### src/rtl/afe4490_pkg.sv
// afe4490_pkg
//   Shared definitions for the AFE4490 transaction sequencer: AFE register
//   addresses, CONTROL0 bit constants, the init-table entry type and the
//   sequencer state encoding.
package afe4490_pkg;

    // AFE4490 register map (subset used by the sequencer and its init table)
    localparam logic [7:0] REG_CONTROL0    = 8'h00;
    localparam logic [7:0] REG_LED2STC     = 8'h01;
    localparam logic [7:0] REG_LED2ENDC    = 8'h02;
    localparam logic [7:0] REG_LED2LEDSTC  = 8'h03;
    localparam logic [7:0] REG_LED2LEDENDC = 8'h04;
    localparam logic [7:0] REG_ALED2STC    = 8'h05;
    localparam logic [7:0] REG_ALED2ENDC   = 8'h06;
    localparam logic [7:0] REG_LED1STC     = 8'h07;
    localparam logic [7:0] REG_LED1ENDC    = 8'h08;
    localparam logic [7:0] REG_LED1LEDSTC  = 8'h09;
    localparam logic [7:0] REG_LED1LEDENDC = 8'h0A;
    localparam logic [7:0] REG_ALED1STC    = 8'h0B;
    localparam logic [7:0] REG_PRPCOUNT    = 8'h1D;
    localparam logic [7:0] REG_CONTROL1    = 8'h1E;
    localparam logic [7:0] REG_TIAGAIN     = 8'h20;
    localparam logic [7:0] REG_LEDCNTRL    = 8'h22;
    localparam logic [7:0] REG_CONTROL2    = 8'h23;
    localparam logic [7:0] REG_LED2VAL     = 8'h2A;
    localparam logic [7:0] REG_ALED2VAL    = 8'h2B;
    localparam logic [7:0] REG_LED1VAL     = 8'h2C;
    localparam logic [7:0] REG_ALED1VAL    = 8'h2D;
    localparam logic [7:0] REG_DIAG        = 8'h30;

    // CONTROL0 bits
    localparam int CTRL0_SPI_READ_BIT = 0;
    localparam int CTRL0_SW_RST_BIT   = 3;

    localparam logic [23:0] CTRL0_SPI_READ = 24'(1) << CTRL0_SPI_READ_BIT;
    localparam logic [23:0] CTRL0_SW_RST   = 24'(1) << CTRL0_SW_RST_BIT;

    typedef struct packed {
        logic [7:0]  addr;
        logic [23:0] data;
    } init_entry_t;

    typedef enum logic [3:0] {
        IDLE,
        SWRST_ISSUE,
        SWRST_WAIT,
        INIT_ISSUE,
        INIT_WAIT,
        RUN_WAIT,
        EN_ISSUE,
        EN_WAIT,
        RD_ISSUE,
        RD_WAIT,
        DIS_ISSUE,
        DIS_WAIT,
        PUBLISH
    } seq_state_t;

endpackage

### src/rtl/afe4490_init_rom.sv
// afe4490_init_rom
//   Combinational init table written to the AFE after soft reset.
//   Timing windows first, then PRPCOUNT and analog front-end setup, with
//   CONTROL1 last so the AFE timer only starts once everything is programmed.
// Ports
//   index  in   7   table index
//   entry  out  32  {addr[7:0], data[23:0]}
module afe4490_init_rom
    import afe4490_pkg::*;
(
    input  logic [6:0]  index,
    output init_entry_t entry
);

    always_comb begin
        entry = '{addr: REG_CONTROL0, data: 24'h000000};
        case (index)
            7'd0:  entry = '{addr: REG_LED2STC,     data: 24'd6050};
            7'd1:  entry = '{addr: REG_LED2ENDC,    data: 24'd7998};
            7'd2:  entry = '{addr: REG_LED2LEDSTC,  data: 24'd6000};
            7'd3:  entry = '{addr: REG_LED2LEDENDC, data: 24'd7999};
            7'd4:  entry = '{addr: REG_ALED2STC,    data: 24'd50};
            7'd5:  entry = '{addr: REG_ALED2ENDC,   data: 24'd1998};
            7'd6:  entry = '{addr: REG_LED1STC,     data: 24'd2050};
            7'd7:  entry = '{addr: REG_LED1ENDC,    data: 24'd3998};
            7'd8:  entry = '{addr: REG_LED1LEDSTC,  data: 24'd2000};
            7'd9:  entry = '{addr: REG_LED1LEDENDC, data: 24'd3999};
            7'd10: entry = '{addr: REG_ALED1STC,    data: 24'd4050};
            7'd11: entry = '{addr: REG_PRPCOUNT,    data: 24'd7999};
            7'd12: entry = '{addr: REG_TIAGAIN,     data: 24'h000005};
            7'd13: entry = '{addr: REG_LEDCNTRL,    data: 24'h011414};
            7'd14: entry = '{addr: REG_CONTROL2,    data: 24'h000000};
            7'd15: entry = '{addr: REG_CONTROL1,    data: 24'h000102};
            // Beyond the defined table: a CONTROL0 write of zero is harmless.
            default: entry = '{addr: REG_CONTROL0,  data: 24'h000000};
        endcase
    end

endmodule

### src/rtl/afe4490_sequencer.sv
// afe4490_sequencer
//   Drives the AFE4490 SPI engine: soft reset + init table on i_start, then
//   on each ADC_RDY rising edge enables SPI_READ, reads the four sample
//   registers, disables SPI_READ and publishes the sample set.
// Ports
//   i_clk, i_rst              clock, async active-high reset
//   i_start                   pulse: (re)run soft reset + init (IDLE/RUN_WAIT only)
//   i_adc_rdy                 asynchronous ADC_RDY pin
//   o_addr/o_wr_data/o_rd_wr  transaction fields, held from o_dv until i_done
//   o_dv                      1-cycle transaction request
//   i_done/i_rd_data          transaction complete / read data
//   o_init_done               level: init finished, sampling armed
//   o_led2/o_aled2/o_led1/o_aled1  sign-extended 22-bit sample words
//   o_sample_valid            1-cycle pulse when the four samples update
//   o_overrun, o_error        sticky flags, cleared by an accepted i_start
module afe4490_sequencer
    import afe4490_pkg::*;
#(
    parameter int INIT_LEN     = 16,
    parameter int DONE_TIMEOUT = 4096,
    parameter int SYNC_STAGES  = 2
)(
    input  logic        i_clk,
    input  logic        i_rst,
    input  logic        i_start,
    input  logic        i_adc_rdy,
    output logic [7:0]  o_addr,
    output logic [23:0] o_wr_data,
    output logic        o_rd_wr,
    output logic        o_dv,
    input  logic        i_done,
    input  logic [23:0] i_rd_data,
    output logic        o_init_done,
    output logic [23:0] o_led2,
    output logic [23:0] o_aled2,
    output logic [23:0] o_led1,
    output logic [23:0] o_aled1,
    output logic        o_sample_valid,
    output logic        o_overrun,
    output logic        o_error
);

    localparam int TW = $clog2(DONE_TIMEOUT + 1);

    seq_state_t       state, state_next;
    logic [SYNC_STAGES-1:0] rdy_sync;
    logic             rdy_prev;
    logic             rdy_edge;
    logic [6:0]       init_idx;
    logic [1:0]       rd_idx;
    logic [23:0]      shadow [4];
    logic [TW-1:0]    tmo_cnt;
    logic             is_issue, is_wait, readout_busy;
    logic             tmo_hit, start_ok, last_init;
    logic [23:0]      rd_word;
    logic [1:0]       unused_rd_top;
    init_entry_t      rom_entry;

    afe4490_init_rom u_rom (
        .index (init_idx),
        .entry (rom_entry)
    );

    assign is_issue = state inside {SWRST_ISSUE, INIT_ISSUE, EN_ISSUE, RD_ISSUE, DIS_ISSUE};
    assign is_wait  = state inside {SWRST_WAIT, INIT_WAIT, EN_WAIT, RD_WAIT, DIS_WAIT};
    assign readout_busy = state inside {EN_ISSUE, EN_WAIT, RD_ISSUE, RD_WAIT,
                                        DIS_ISSUE, DIS_WAIT, PUBLISH};
    assign start_ok  = i_start && (state == IDLE || state == RUN_WAIT);
    assign last_init = (init_idx == 7'(INIT_LEN - 1));
    // A done arriving on the final count still completes the transaction.
    assign tmo_hit   = is_wait && !i_done && (tmo_cnt == TW'(DONE_TIMEOUT - 1));
    assign rdy_edge  = rdy_sync[SYNC_STAGES-1] && !rdy_prev;

    // The AFE returns 22-bit two's complement; the top two bits are don't-care.
    assign rd_word       = {{2{i_rd_data[21]}}, i_rd_data[21:0]};
    assign unused_rd_top = i_rd_data[23:22];

    always_ff @(posedge i_clk or posedge i_rst) begin
        if (i_rst) begin
            rdy_sync <= '0;
            rdy_prev <= 1'b0;
        end else begin
            rdy_sync <= {rdy_sync[SYNC_STAGES-2:0], i_adc_rdy};
            rdy_prev <= rdy_sync[SYNC_STAGES-1];
        end
    end

    always_ff @(posedge i_clk or posedge i_rst) begin
        if (i_rst) state <= IDLE;
        else       state <= state_next;
    end

    // i_start beats a simultaneous ADC_RDY edge in RUN_WAIT; a timeout
    // overrides whatever the current state would have done.
    always_comb begin
        state_next = state;
        case (state)
            IDLE:        if (start_ok) state_next = SWRST_ISSUE;
            SWRST_ISSUE: state_next = SWRST_WAIT;
            SWRST_WAIT:  if (i_done) state_next = INIT_ISSUE;
            INIT_ISSUE:  state_next = INIT_WAIT;
            INIT_WAIT:   if (i_done) state_next = last_init ? RUN_WAIT : INIT_ISSUE;
            RUN_WAIT: begin
                if (start_ok)      state_next = SWRST_ISSUE;
                else if (rdy_edge) state_next = EN_ISSUE;
            end
            EN_ISSUE:    state_next = EN_WAIT;
            EN_WAIT:     if (i_done) state_next = RD_ISSUE;
            RD_ISSUE:    state_next = RD_WAIT;
            RD_WAIT:     if (i_done) state_next = (rd_idx == 2'd3) ? DIS_ISSUE : RD_ISSUE;
            DIS_ISSUE:   state_next = DIS_WAIT;
            DIS_WAIT:    if (i_done) state_next = PUBLISH;
            PUBLISH:     state_next = RUN_WAIT;
            default:     state_next = IDLE;
        endcase
        if (tmo_hit) state_next = IDLE;
    end

    // Transaction fields decode from the state pair, so they stay stable
    // from the ISSUE cycle through the whole WAIT.
    always_comb begin
        o_addr    = '0;
        o_wr_data = '0;
        o_rd_wr   = 1'b0;
        case (state)
            SWRST_ISSUE, SWRST_WAIT: begin
                o_addr    = REG_CONTROL0;
                o_wr_data = CTRL0_SW_RST;
            end
            INIT_ISSUE, INIT_WAIT: begin
                o_addr    = rom_entry.addr;
                o_wr_data = rom_entry.data;
            end
            EN_ISSUE, EN_WAIT: begin
                o_addr    = REG_CONTROL0;
                o_wr_data = CTRL0_SPI_READ;
            end
            RD_ISSUE, RD_WAIT: begin
                o_addr  = REG_LED2VAL + 8'(rd_idx);
                o_rd_wr = 1'b1;
            end
            DIS_ISSUE, DIS_WAIT: begin
                o_addr    = REG_CONTROL0;
                o_wr_data = '0;
            end
            default: ;
        endcase
        o_dv = is_issue;
    end

    always_ff @(posedge i_clk or posedge i_rst) begin
        if (i_rst) begin
            tmo_cnt        <= '0;
            init_idx       <= '0;
            rd_idx         <= '0;
            for (int i = 0; i < 4; i++) shadow[i] <= '0;
            o_led2         <= '0;
            o_aled2        <= '0;
            o_led1         <= '0;
            o_aled1        <= '0;
            o_sample_valid <= 1'b0;
            o_init_done    <= 1'b0;
            o_overrun      <= 1'b0;
            o_error        <= 1'b0;
        end else begin
            o_sample_valid <= 1'b0;

            if (is_issue)     tmo_cnt <= '0;
            else if (is_wait) tmo_cnt <= tmo_cnt + 1'b1;

            if (start_ok) begin
                init_idx    <= '0;
                o_init_done <= 1'b0;
                o_overrun   <= 1'b0;
                o_error     <= 1'b0;
            end

            if (state == INIT_WAIT && i_done) begin
                if (last_init) o_init_done <= 1'b1;
                else           init_idx    <= init_idx + 7'd1;
            end

            if (state == RUN_WAIT) rd_idx <= '0;

            if (state == RD_WAIT && i_done) begin
                shadow[rd_idx] <= rd_word;
                rd_idx         <= rd_idx + 2'd1;
            end

            // All four outputs move together with the valid pulse.
            if (state == DIS_WAIT && i_done) begin
                o_led2         <= shadow[0];
                o_aled2        <= shadow[1];
                o_led1         <= shadow[2];
                o_aled1        <= shadow[3];
                o_sample_valid <= 1'b1;
            end

            if (rdy_edge && readout_busy) o_overrun <= 1'b1;

            if (tmo_hit) begin
                o_error     <= 1'b1;
                o_init_done <= 1'b0;
            end
        end
    end

endmodule

### config.mk
export PLATFORM = sky130hd
export DESIGN_NAME = afe4490_sequencer
export DESIGN_NICKNAME = d
export VERILOG_FILES = /design/src/rtl/afe4490_pkg.sv /design/src/rtl/afe4490_init_rom.sv /design/src/rtl/afe4490_sequencer.sv
export SDC_FILE = /design/constraint.sdc
export NUM_CORES = 1
export LEC_CHECK = 0
export CAP_MARGIN = 10
export CORE_ASPECT_RATIO = 0.9
export CORE_MARGIN = 2
export CORE_UTILIZATION = 53
export DETAILED_ROUTE_END_ITERATION = 8
export PLACE_DENSITY = 0.81
export SYNTH_ARGS = -nofsm -noshare
export SYNTH_HDL_FRONTEND = slang
export SYNTH_HIERARCHICAL = 1
export SYNTH_SLANG_ARGS = --single-unit
### constraint.sdc
create_clock -name i_clk -period 10.8 [get_ports i_clk]
set_input_delay 2.7 -clock i_clk [delete_from_list [all_inputs] [get_ports i_clk]]
set_output_delay 2.7 -clock i_clk [all_outputs]
set_load 0.05 [all_outputs]
# Word level (Yosys, flattened, before mapping)
# Memory sizes are Yosys's and may differ from the RTL's.
# Index checks and enable logic that the tools add are counted.
# Widths: inputs -> output; s select.
# totals
register_bits,225
mem_bits_ro,320
inputBits,29
out_inout_bits,134
memories,1
# mem_list
name,depth,width,read_ports,rd_ports_with_merged_regs,write_ports,line_no,source
(no name shown),16,20,1,0,0,afe4490_init_rom.sv:17,case (index)
# op_classes
n_addsub,4
magnitude_cmp,2
eq_ne,22
n_mux,34
bitwise,1
n_reduce_logical,26
# op_table
cell,n
$bwmux 96,1
$pmux 24 s3,1
$pmux 4 s13,1
$demux 24 s2,1
$mux 4,9
$mux 32,1
$mux 13,2
$mux 24,1
$mux 7,3
$eq 4x4->1 const B,5
$ne 3x3->1 const B,6
$eq 4x3->1 const B,4
$pmux 8 s2,1
$add 13x1->13 const B,1
$eq 13x12->1 const B,1
$reduce_bool 5->1,2
$logic_and 1x1->1,9
$mux 1,9
$eq 4x2->1 const B,2
$reduce_bool 2->1,4
$reduce_or 2->1,4
$add 6x2->7 const A,1
$add 7x1->7 const B,1
$eq 7x4->1 const B,1
15 further kinds,18

# Longest topological paths before layout
# logic_depth
word_depth,7
depth_mapped,7

# Hierarchy
# The synthesis kept the hierarchy.
# modules_own_cells
mod,n_inst,cells_per_inst,area_each_um2
afe4490_sequencer,1,646,8887.3
afe4490_init_rom,1,88,560.5

# Worst setup path before layout
# No wires, ideal clock.
# synth_path
kind,reg-to-output
start,register state[3]
end,output o_addr[0]
arrival_ns,2.821
setup_slack_ns,5.279
stages_incl_launch_ff,6
path_buffers,2
cell_sequence,dfrtp_1 > buf_2 > clkbuf_1 > inv_1 > nor3_1 > a22o_1
# synth_via
elab_chain_len,3
word_cells_on_any_way,7
cone_classes,4 x eq/ne; 1 x mux; 2 x reduce/logical
# synth_rtl
item,line_no,source
start: declaration,afe4490_sequencer.sv:45,"seq_state_t state, state_next;"
start signal: assignment,afe4490_sequencer.sv:90,else state <= state_next;
"$eq 4x4->1, or another cell as far along",afe4490_sequencer.sv:125,case (state)
$reduce_or 2->1,afe4490_sequencer.sv:125,
$pmux 8 s2 *,afe4490_sequencer.sv:125,
end: declaration,afe4490_sequencer.sv:27,"output logic [7:0] o_addr,"
# Every way passes the cells marked *; elsewhere a longest branch is shown, timed or not.

# Final worst setup path
# Ends and elaborated chain as after synthesis.

==> key figures <==
Route
  – First-pass iteration count of the detailed router: 5
  – DR vias/cell: 5.45
  – DRT iter0 DRCs: 353
  – WL final: 19700 um
  – ANT nets after route: 0
  – Via count: 6107
  – DRC viols: 0
  – Wirelength per Cell: 17.6 um

Run status
  – Status: complete, no violations

CTS
  – Clock sinks: 209
  – Total setup buffers inserted after CTS: 0
  – Htree depth: 1
  – CTS tree: done
  – # hold bufs at CTS: 0
  – Total CTS buffers: 23
  – Clk root buf: clkbuf_16
  – Worst-skew pair later-pin latency: 510 ps
  – Clock Pin Slew Worst Setup and Hold Paths: 60 ps
  – Clk buf depth: 3
  – Resize count post-CTS: 0

Power and ir drop
  – Sw frac: 40.6%
  – P_sw: 1.37 mW
  – LEAKAGE: 5.56 nW
  – P_int: 2.00 mW
  – Clock share of power: 23.6%
  – Seq pwr share: 34.8%
  – Pwr Density: 287 nW/um^2
  – Gate power share: 41.6%
  – Worst vdd ir: 149 uV
  – Tot Pwr: 3.37 mW

Cells and area
  – Most frequent cells in the layout: 209 x dfrtp_1, 160 x mux2_2, 148 x clkdlybuf4s50_1
  – Layout cells sized above 1: 25.2%
  – Nets: 905
  – Final antenna diode count: 0
  – Area grow syn2layout: 24.4%
  – Final std cells w/o fill: 1120
  – Most common cell after layout, fill and taps aside: dfrtp_1
  – Fillers: 1323

Synthesis
  – Top cells by area in the synthesized netlist: dfrtp_1 55%, mux2_2 19%, buf_4 1.9%
  – Sequential area share after synthesis: 55.4%
  – Synth warnings: 6
  – Area leader, netlist: dfrtp_1
  – Synth Cell Area: 9450 um^2
  – Number of synthesized flops with an enable pin: 0
  – Syn avg cell area: 12.9 um^2
  – Synth async-reset ratio: 100%
  – Synth Register Bits: 209
  – Syn Inst Count: 734
  – Top cell type's share of synthesized area: 55.4%
  – Cell variety after synth: 60
  – Main flop type after synthesis: dfrtp_1

Setup path
  – Worst R2R Start: state[2]$_DFFE_PP0P_
  – Critical path type: flip-flop to output pin
  – R2R setup slack: 7770 ps
  – CP Max Fanout: 27
  – R2r endpoint: o_led1[0]$_DFFE_PP0P_
  – Endpoint class of the critical path: output pin
  – Worst reg2reg path depth: 4
  – WP data arrival: 3450 ps
  – Worst Setup Start Kind: flip-flop
  – Critical Path RT: 8100 ps

Global route
  – First-pass GRT wire length: 31200 um
  – Total global-route track usage: 20.8%
  – Vias in the first global route: 5865
  – Pin count of the biggest net entering global routing: 128
  – Grt ovf: 0
  – Initial antenna violation count: 0

STA
  – RSZ-0062 raised after global routing: no
  – Skew final: 20.4 ps
  – Slew Limit Headroom: 24.3%
  – Final Cycle Share: 56.9%
  – Slew @ Worst Pin: 1140 ps
  – Final hold viol count: 0
  – Final hold slack: 348 ps
  – Fin. max-slew vios: 0
  – Max frequency: 0.163 GHz
  – Final TNS setup: 0 ps
  – Post-layout min period: 6150 ps
  – Final Setup Violations: 0

Worst hold path
  – Hold depth: 0
  – Worst Hold Class: flip-flop to flip-flop
  – HP Start: rdy_sync[0]$_DFF_PP0_
  – Hold path endpoint: rdy_sync[1]$_DFF_PP0_

Placed design
  – Hpwl dp: 12600 um
  – Cell total after placement: 1078
  – Gpl congestion: 0.812
  – Number of I/O port buffers: 148

Floorplan
  – Initial Util: 53.8%
  – Core Area: 17600 um^2
  – Row cnt: 46
  – Die Wd: 145 um
  – IO Pins: 163
  – Die Height: 131 um
  – Die area: 18900 um^2

Flow run
  – Max Cap Viol: 0
[layout make-up]
cell class	count	area (um^2)	area share, %
multi-input combinational	462	3860	32.8
inverter	11	48.8	0.415
timing repair buffer	156	1540	13.1
tap	240	300	2.55
clock buffer	28	614	5.23
clock inverter	14	164	1.39
sequential	209	5230	44.5
[worst max-delay path, cell delays in order (launching register included)]
cell             delay, ps
dfrtp_1                920
inv_1                  190
nor3_1                 730
a22o_1                 280
clkdlybuf4s50_1        820
[through the flow]
| step | utilization [%] | instance area [um^2] | setup slack [ps] |
|---|---|---|---|
| floorplan | - | 9490 | 2390 |
| global placement | 62.5 | 11000 | 5260 |
| detailed placement | 62.5 | 11000 | 5230 |
| CTS | 67.0 | 11800 | 4670 |
| global route | 67.0 | 11800 | 4490 |
| finish | 67.0 | 11800 | 4650 |
[power by group through the flow]
stage	registers (mW)	clock network [mW]	logic, mW
after floorplan	1.47	0	0.711
after global placement	1.17	0	1.38
after detailed placement	1.18	0	1.40
after CTS	1.17	0.811	1.41
after global routing	1.20	0.846	1.48
final	1.17	0.794	1.40
[layer usage]
metal  part of all wire, %  up-vias  track usage (%)
met4                   1.8        0             4.97
li1                      -     2851                -
met1                    45     3068             29.6
met2                    47      163             33.3
met3                   5.8       25             4.52
met5                     0        -                0
[state kept, by name, indices dropped and copies added (netlist names)]
register / count
o_aled2: 22
o_led1: 22
o_sample_valid: 1
rdy_prev: 1
o_overrun: 1
o_aled1: 22
o_init_done: 1
o_led2: 22
state: 4
tmo_cnt: 13
o_error: 1
init_idx: 7
rdy_sync: 2
rd_idx: 2
shadow: 88
[Yosys cell counts, drive strengths merged, types with 2 or more instances]
cell type,number
and2,26
a21oi,30
o21ai,18
o31ai,9
a21o,7
a22o,6
nor2,18
clkbuf,21
and3,3
o31a,2
a31oi,2
mux2,177
buf,42
or4,10
or2,4
nand3,15
nor3,5
or3,4
ha,13
and3b,2
nor4b,2
and4,2
inv,11
nand2,36
nand2b,4
nand4,4
mux2i,13
nand3b,3
nor3b,2
xor2,2
nor4,2
a211oi,5
dfrtp,209
o22ai,3
nor2b,6
[how the worst max path moves through the flow]
stage / startpoint / end / slack, ps / cells past startpoint
global placement: state[3]$_DFFE_PP0P_ / o_addr[0] / 5260 / 4
floorplan: i_rst / init_idx[0]$_DFF_PP0_ / 2390 / 1
CTS: state[3]$_DFFE_PP0P_ / o_addr[0] / 4670 / 4
global route: state[3]$_DFFE_PP0P_ / o_addr[0] / 4490 / 4
detailed placement: state[3]$_DFFE_PP0P_ / o_addr[0] / 5230 / 4
finish: state[3]$_DFFE_PP0P_ / o_addr[0] / 4650 / 4
[logic make-up (layout without fill, tap and decap cells)]
| family | count (synthesis) | in the layout | share of synthesized area [%] |
|---|---|---|---|
| flip-flops | 209 | 209 | 55.4 |
| multiplexers | 190 | 190 | 22.5 |
| AND/OR/NAND/NOR | 151 | 151 | 9.43 |
| AO/OA/AOI/OAI | 93 | 93 | 6.40 |
| buffers and inverters | 74 | 209 | 4.26 |
| adder cells (fa/ha/maj) | 13 | 13 | 1.72 |
| XOR/XNOR | 3 | 3 | 0.278 |
| other | 1 | 12 | 0.0397 |
No activity file was read; power rests on OpenSTA's default activity.
==> RTL change 1: new RTL, same settings <==
Put one more register stage on the output `o_aled2`, with the module's reset. The value now appears one clock later. The other outputs are not delayed to match.
--- a/src/rtl/afe4490_sequencer.sv
+++ b/src/rtl/afe4490_sequencer.sv
@@ -42,6 +42,8 @@
 
     localparam int TW = $clog2(DONE_TIMEOUT + 1);
 
+    logic [23:0] o_aled2_s0;
+
     seq_state_t       state, state_next;
     logic [SYNC_STAGES-1:0] rdy_sync;
     logic             rdy_prev;
@@ -155,7 +157,7 @@
             rd_idx         <= '0;
             for (int i = 0; i < 4; i++) shadow[i] <= '0;
             o_led2         <= '0;
-            o_aled2        <= '0;
+            o_aled2_s0     <= '0;
             o_led1         <= '0;
             o_aled1        <= '0;
             o_sample_valid <= 1'b0;
@@ -190,7 +192,7 @@
             // All four outputs move together with the valid pulse.
             if (state == DIS_WAIT && i_done) begin
                 o_led2         <= shadow[0];
-                o_aled2        <= shadow[1];
+                o_aled2_s0     <= shadow[1];
                 o_led1         <= shadow[2];
                 o_aled1        <= shadow[3];
                 o_sample_valid <= 1'b1;
@@ -205,5 +207,13 @@
         end
     end
 
+    always_ff @(posedge i_clk or posedge i_rst) begin
+        if (i_rst) begin
+            o_aled2 <= '0;
+        end else begin
+            o_aled2 <= o_aled2_s0;
+        end
+    end
+
 endmodule
 
Behaviour: no difference found for any inputs over 10 cycles, from zero or initial values and one cycle with i_rst high; that may be too few to reach the edited logic, so the function may still have changed.
==> RTL change 1 against the original RTL <==
- sequential cell count grew 22
- routed wire length grew 2.8%
- total power shrank 2.2%
- count of clock-buffer cells in the layout grew 6
- combinational power shrank 11%
- setup slack gained 0.12 ns
- design area grew 5.6%
- area after synthesis grew 7.1%
- critical path depth grew 5
- largest cell class unchanged
==> RTL change 1: results (changes against the original RTL) <==
DR vias - 6347 (was 6107)
Pleak - 5.93 nW (was 5.56 nW)
Worst-margin pin slew - 1.01 ns (was 1.14 ns)
Synth top cells by count - dfrtp_1, mux2_2, nand2_1 (unchanged)
Post-Route Skew - 0.0199 ns (was 0.0204 ns)
First-pass GRT wire length - 32600 um (was 31200 um)
Peak supply drop - 0.000187 V (was 0.000149 V)
Metal-1 WL - 9250 um (was 8880 um)
Routability cong. - 0.857 (was 0.812)
Synth top area cells - dfrtp_1, mux2_2, buf_4, and2_1, ha_1 (was dfrtp_1, mux2_2, buf_4, mux2_1, and2_1)
Starting DRC count in detailed routing - 344 (was 353)
Dpl cells - 1121 (was 1078)
Post-Syn Area per Cell - 13.1 um2 (was 12.9 um2)
Tot GR Track Use - 0.200 (was 0.208)
Share of cells above drive strength 1 - 0.260 (was 0.252)
Met3 Routed Length - 1140 um (about the same)
Sequential area share after synthesis - 0.571 (was 0.554)
Internal power - 2.01 mW (was 2.00 mW)
WL final - 20200 um (was 19700 um)
# fillers - 1397 (was 1323)
Max clock buf depth - 3 (unchanged)
Max Used Layer - met4 (unchanged)
DR WL met2 - 9470 um (was 9310 um)
Nets - 943 (was 905)
Distinct cells, synth - 63 (was 60)
DP HPWL - 13100 um (was 12600 um)
Vias in the first global route - 6088 (was 5865)
Status - finished clean (unchanged)
Avg WL per Cell - 17.4 um (was 17.6 um)
CTS resizes - 0 (unchanged)
Crit-path max FO - 17 (was 27)
Largest net degree at the start of global routing - 156 (was 128)
## RTL change 1: per-layer routing
metal	global-route usage	vias to the layer above
li1	-	2965
met1	0.294	3172
met2	0.314	182
met3	0.0334	28
met4	0.0513	0
met5	0	-
## RTL change 1: metrics by stage
| stage | worst slack [ns] | instance area, um2 | util |
|---|---|---|---|
| 2_1_floorplan | 1.77 | 10200 | - |
| 3_3_place_gp | 5.27 | 11600 | 0.628 |
| 3_5_place_dp | 5.30 | 11600 | 0.628 |
| 4_1_cts | 4.73 | 12400 | 0.670 |
| 5_1_grt | 4.46 | 12400 | 0.670 |
| 6_report | 4.77 | 12400 | 0.670 |
## RTL change 1: area by class of cell
cell class,instances,area [um2],area share
clock buffer,34,677,0.0545
inverter,14,60.1,0.00484
sequential,231,5780,0.466
timing repair buffer,155,1530,0.124
multi-input combinational,476,3950,0.318
clock inverter,7,105,0.00847
tap,245,307,0.0247
## RTL change 1: logic make-up after synthesis
logic type	count (synthesis)	share of synthesized area
multiplexers	193	0.216
adder cells (fa/ha/maj)	13	0.0161
XOR/XNOR	2	0.00173
buffers and inverters	76	0.0428
flip-flops	231	0.571
AO/OA/AOI/OAI	97	0.0639
other	1	0.000371
AND/OR/NAND/NOR	159	0.0873
## RTL change 1: critical path: stages, from the launching register on
cell	delay [ns]
dfrtp_1	0.67
ha_1	0.40
nor2b_1	0.19
o21ai_0	0.09
a21oi_1	0.22
nand2_1	0.08
nand2_1	0.11
a22oi_1	0.07
nor2_1	0.15
clkdlybuf4s50_1	0.83
## RTL change 1: path summary, 6_finish.rpt
| check | end | slack (ns) | cells past startpoint | startpoint |
|---|---|---|---|---|
| worst max register to register | o_led2[17]$_DFFE_PP0P_ | 7.77 | 4 | state[2]$_DFFE_PP0P_ |
| worst min-delay path | o_aled2[17]$_DFF_PP0_ | 0.35 | 0 | o_aled2_s0[17]$_DFFE_PP0P_ |
| max in group asynchronous | o_led2[2]$_DFFE_PP0P_ | 6.38 | 3 | i_rst |
| worst min register to register | o_aled2[17]$_DFF_PP0_ | 0.35 | 0 | o_aled2_s0[17]$_DFFE_PP0P_ |
| worst max-delay path | o_wr_data[0] | 4.77 | 9 | init_idx[0]$_DFF_PP0_ |
| min in group asynchronous | shadow[89]$_DFFE_PP0P_ | 2.80 | 2 | i_rst |
## RTL change 1: power groups by stage
stage	Sequential, mW	Combinational, mW	Clock [mW]
after floorplan	1.44	0.701	0
after global placement	1.23	1.23	0
after detailed placement	1.25	1.25	0
after CTS	1.23	1.26	0.831
after global routing	1.26	1.32	0.865
final	1.23	1.25	0.810
==> RTL change 2: new RTL, same flow settings <==
Made on the original files. The parameter `DONE_TIMEOUT` goes from 4096 to 8192.
--- a/src/rtl/afe4490_sequencer.sv
+++ b/src/rtl/afe4490_sequencer.sv
@@ -17,7 +17,7 @@
     import afe4490_pkg::*;
 #(
     parameter int INIT_LEN     = 16,
-    parameter int DONE_TIMEOUT = 4096,
+    parameter int DONE_TIMEOUT = 8192,
     parameter int SYNC_STAGES  = 2
 )(
     input  logic        i_clk,
Check against the original RTL: same outputs for any inputs over 10 cycles, from zero or initial values and one cycle with i_rst high; that may be too few to reach the edited logic, so the function may still have changed.
==> RTL change 2 against the original RTL <==
- setup slack improved by 0.14 ns
- routed wire length decreased by 2.0%
- worst hold slack lost 0.0017 ns
- global-route usage fell by 0.57 points
- design area down 0.76%
- count of clock-buffer cells in the layout is 3 higher
- sequential cell count grew 1
- die area decreased by 0.37%
- combinational power down 3%
- largest power group unchanged
- area after synthesis is 0.38% lower
- total power shrank 3.2%
==> RTL change 2: results (changes against the original RTL) <==
First-pass GRT wire length - 30500 um (was 31200 um)
Via density - 5.38 (was 5.45)
Clock buf/inv share - 0.0616 (was 0.0662)
Clk pwr - 0.741 mW (was 0.794 mW)
DR vias - 5989 (was 6107)
Area occupied by registers - 0.00526 mm2 (was 0.00523 mm2)
Post-Syn Area per Cell - 12.9 um2 (about the same)
Placed cell areas - 0.0109 mm2 (was 0.0110 mm2)
Status - finished clean (unchanged)
Distinct cells, synth - 57 (was 60)
Tot GR Track Use - 0.203 (was 0.208)
Largest net degree at the start of global routing - 159 (was 128)
Clock buf count - 31 (was 28)
RR Startpoint - state[0]$_DFFE_PP0P_ (was state[2]$_DFFE_PP0P_)
Crit-path max FO - 16 (was 27)
M1 GR Usage - 0.298 (was 0.296)
Comb pwr share - 0.418 (was 0.416)
Slew margin rel. - 0.295 (was 0.243)
Met2 Use GR - 0.318 (was 0.333)
Adder-Cell Fraction of Synth Area - 0.0173 (was 0.0172)
Nets - 901 (was 905)
# fillers - 1287 (was 1323)
Count of multi-input gates - 457 (was 462)
Fin Hold WS - 0.346 ns (was 0.348 ns)
Avg WL per Cell - 17.3 um (was 17.6 um)
Met3 Routed Length - 1230 um (was 1140 um)
Number of non-clock buffers - 155 (was 156)
Vias in the first global route - 5671 (was 5865)
Die Area - 0.0188 mm2 (was 0.0189 mm2)
Sequential area share after synthesis - 0.558 (was 0.554)
Post-synthesis compound-gate area fraction - 0.0598 (was 0.0640)
RR Endpoint - o_led1[9]$_DFFE_PP0P_ (was o_led1[0]$_DFFE_PP0P_)
Dpl ws - 5.12 ns (was 5.23 ns)
Metal-1 WL - 8770 um (was 8880 um)
Sw Ratio - 0.405 (was 0.406)
Clock network latency to the later pin of the worst-skew pair - 0.49 ns (was 0.51 ns)
Post-synthesis mux area share - 0.231 (was 0.225)
Pleak - 5.42 nW (was 5.56 nW)
Layout Cell Area excl Fill - 0.0117 mm2 (was 0.0118 mm2)
Worst stage delay on the critical path - 0.82 ns (was 0.92 ns)
Starting DRC count in detailed routing - 389 (was 353)
Reg2Reg Setup Slack - 7.66 ns (was 7.77 ns)
Non-clk buf share - 0.131 (about the same)
CP max-delay cell - clkdlybuf4s50_1 (was dfrtp_1)
Share of cells above drive strength 1 - 0.258 (was 0.252)
Multi-input gate area - 0.00380 mm2 (was 0.00386 mm2)
Grt met3 use - 0.0394 (was 0.0452)
Synth top area cells - dfrtp_1, mux2_2, mux2i_1, and2_1, buf_4 (was dfrtp_1, mux2_2, buf_4, mux2_1, and2_1)
DR WL met2 - 9010 um (was 9310 um)
Dpl cells - 1075 (was 1078)
Peak supply drop - 0.000211 V (was 0.000149 V)
Synth top cells by count - dfrtp_1, mux2_2, a21oi_1, nand2_1, and2_1 (was dfrtp_1, mux2_2, nand2_1)
Routability cong. - 0.793 (was 0.812)
## RTL change 2: cell count changes after synthesis, moves of 4 or more
| cell | before | now |
|---|---|---|
| mux2i_1 | 13 | 17 |
| mux2_2 | 160 | 170 |
| clkbuf_1 | 21 | 8 |
| nand2_1 | 36 | 30 |
| mux2_1 | 16 | 8 |
| buf_2 | 16 | 23 |
| o21ai_0 | 17 | 22 |
| nand2b_1 | 4 | 9 |
## RTL change 2: how the worst max path moves through the flow
stage,start,endpoint,slack (ns),cells past startpoint
final,init_idx[0]$_DFF_PP0_,o_wr_data[0],4.80,8
after detailed placement,i_done,o_aled2[0]$_DFFE_PP0P_,5.12,5
after global placement,i_done,o_aled1[1]$_DFFE_PP0P_,5.10,5
after global routing,init_idx[0]$_DFF_PP0_,o_wr_data[0],4.56,8
after CTS,init_idx[0]$_DFF_PP0_,o_wr_data[0],4.79,8
after floorplan,i_rst,init_idx[0]$_DFF_PP0_,2.36,1
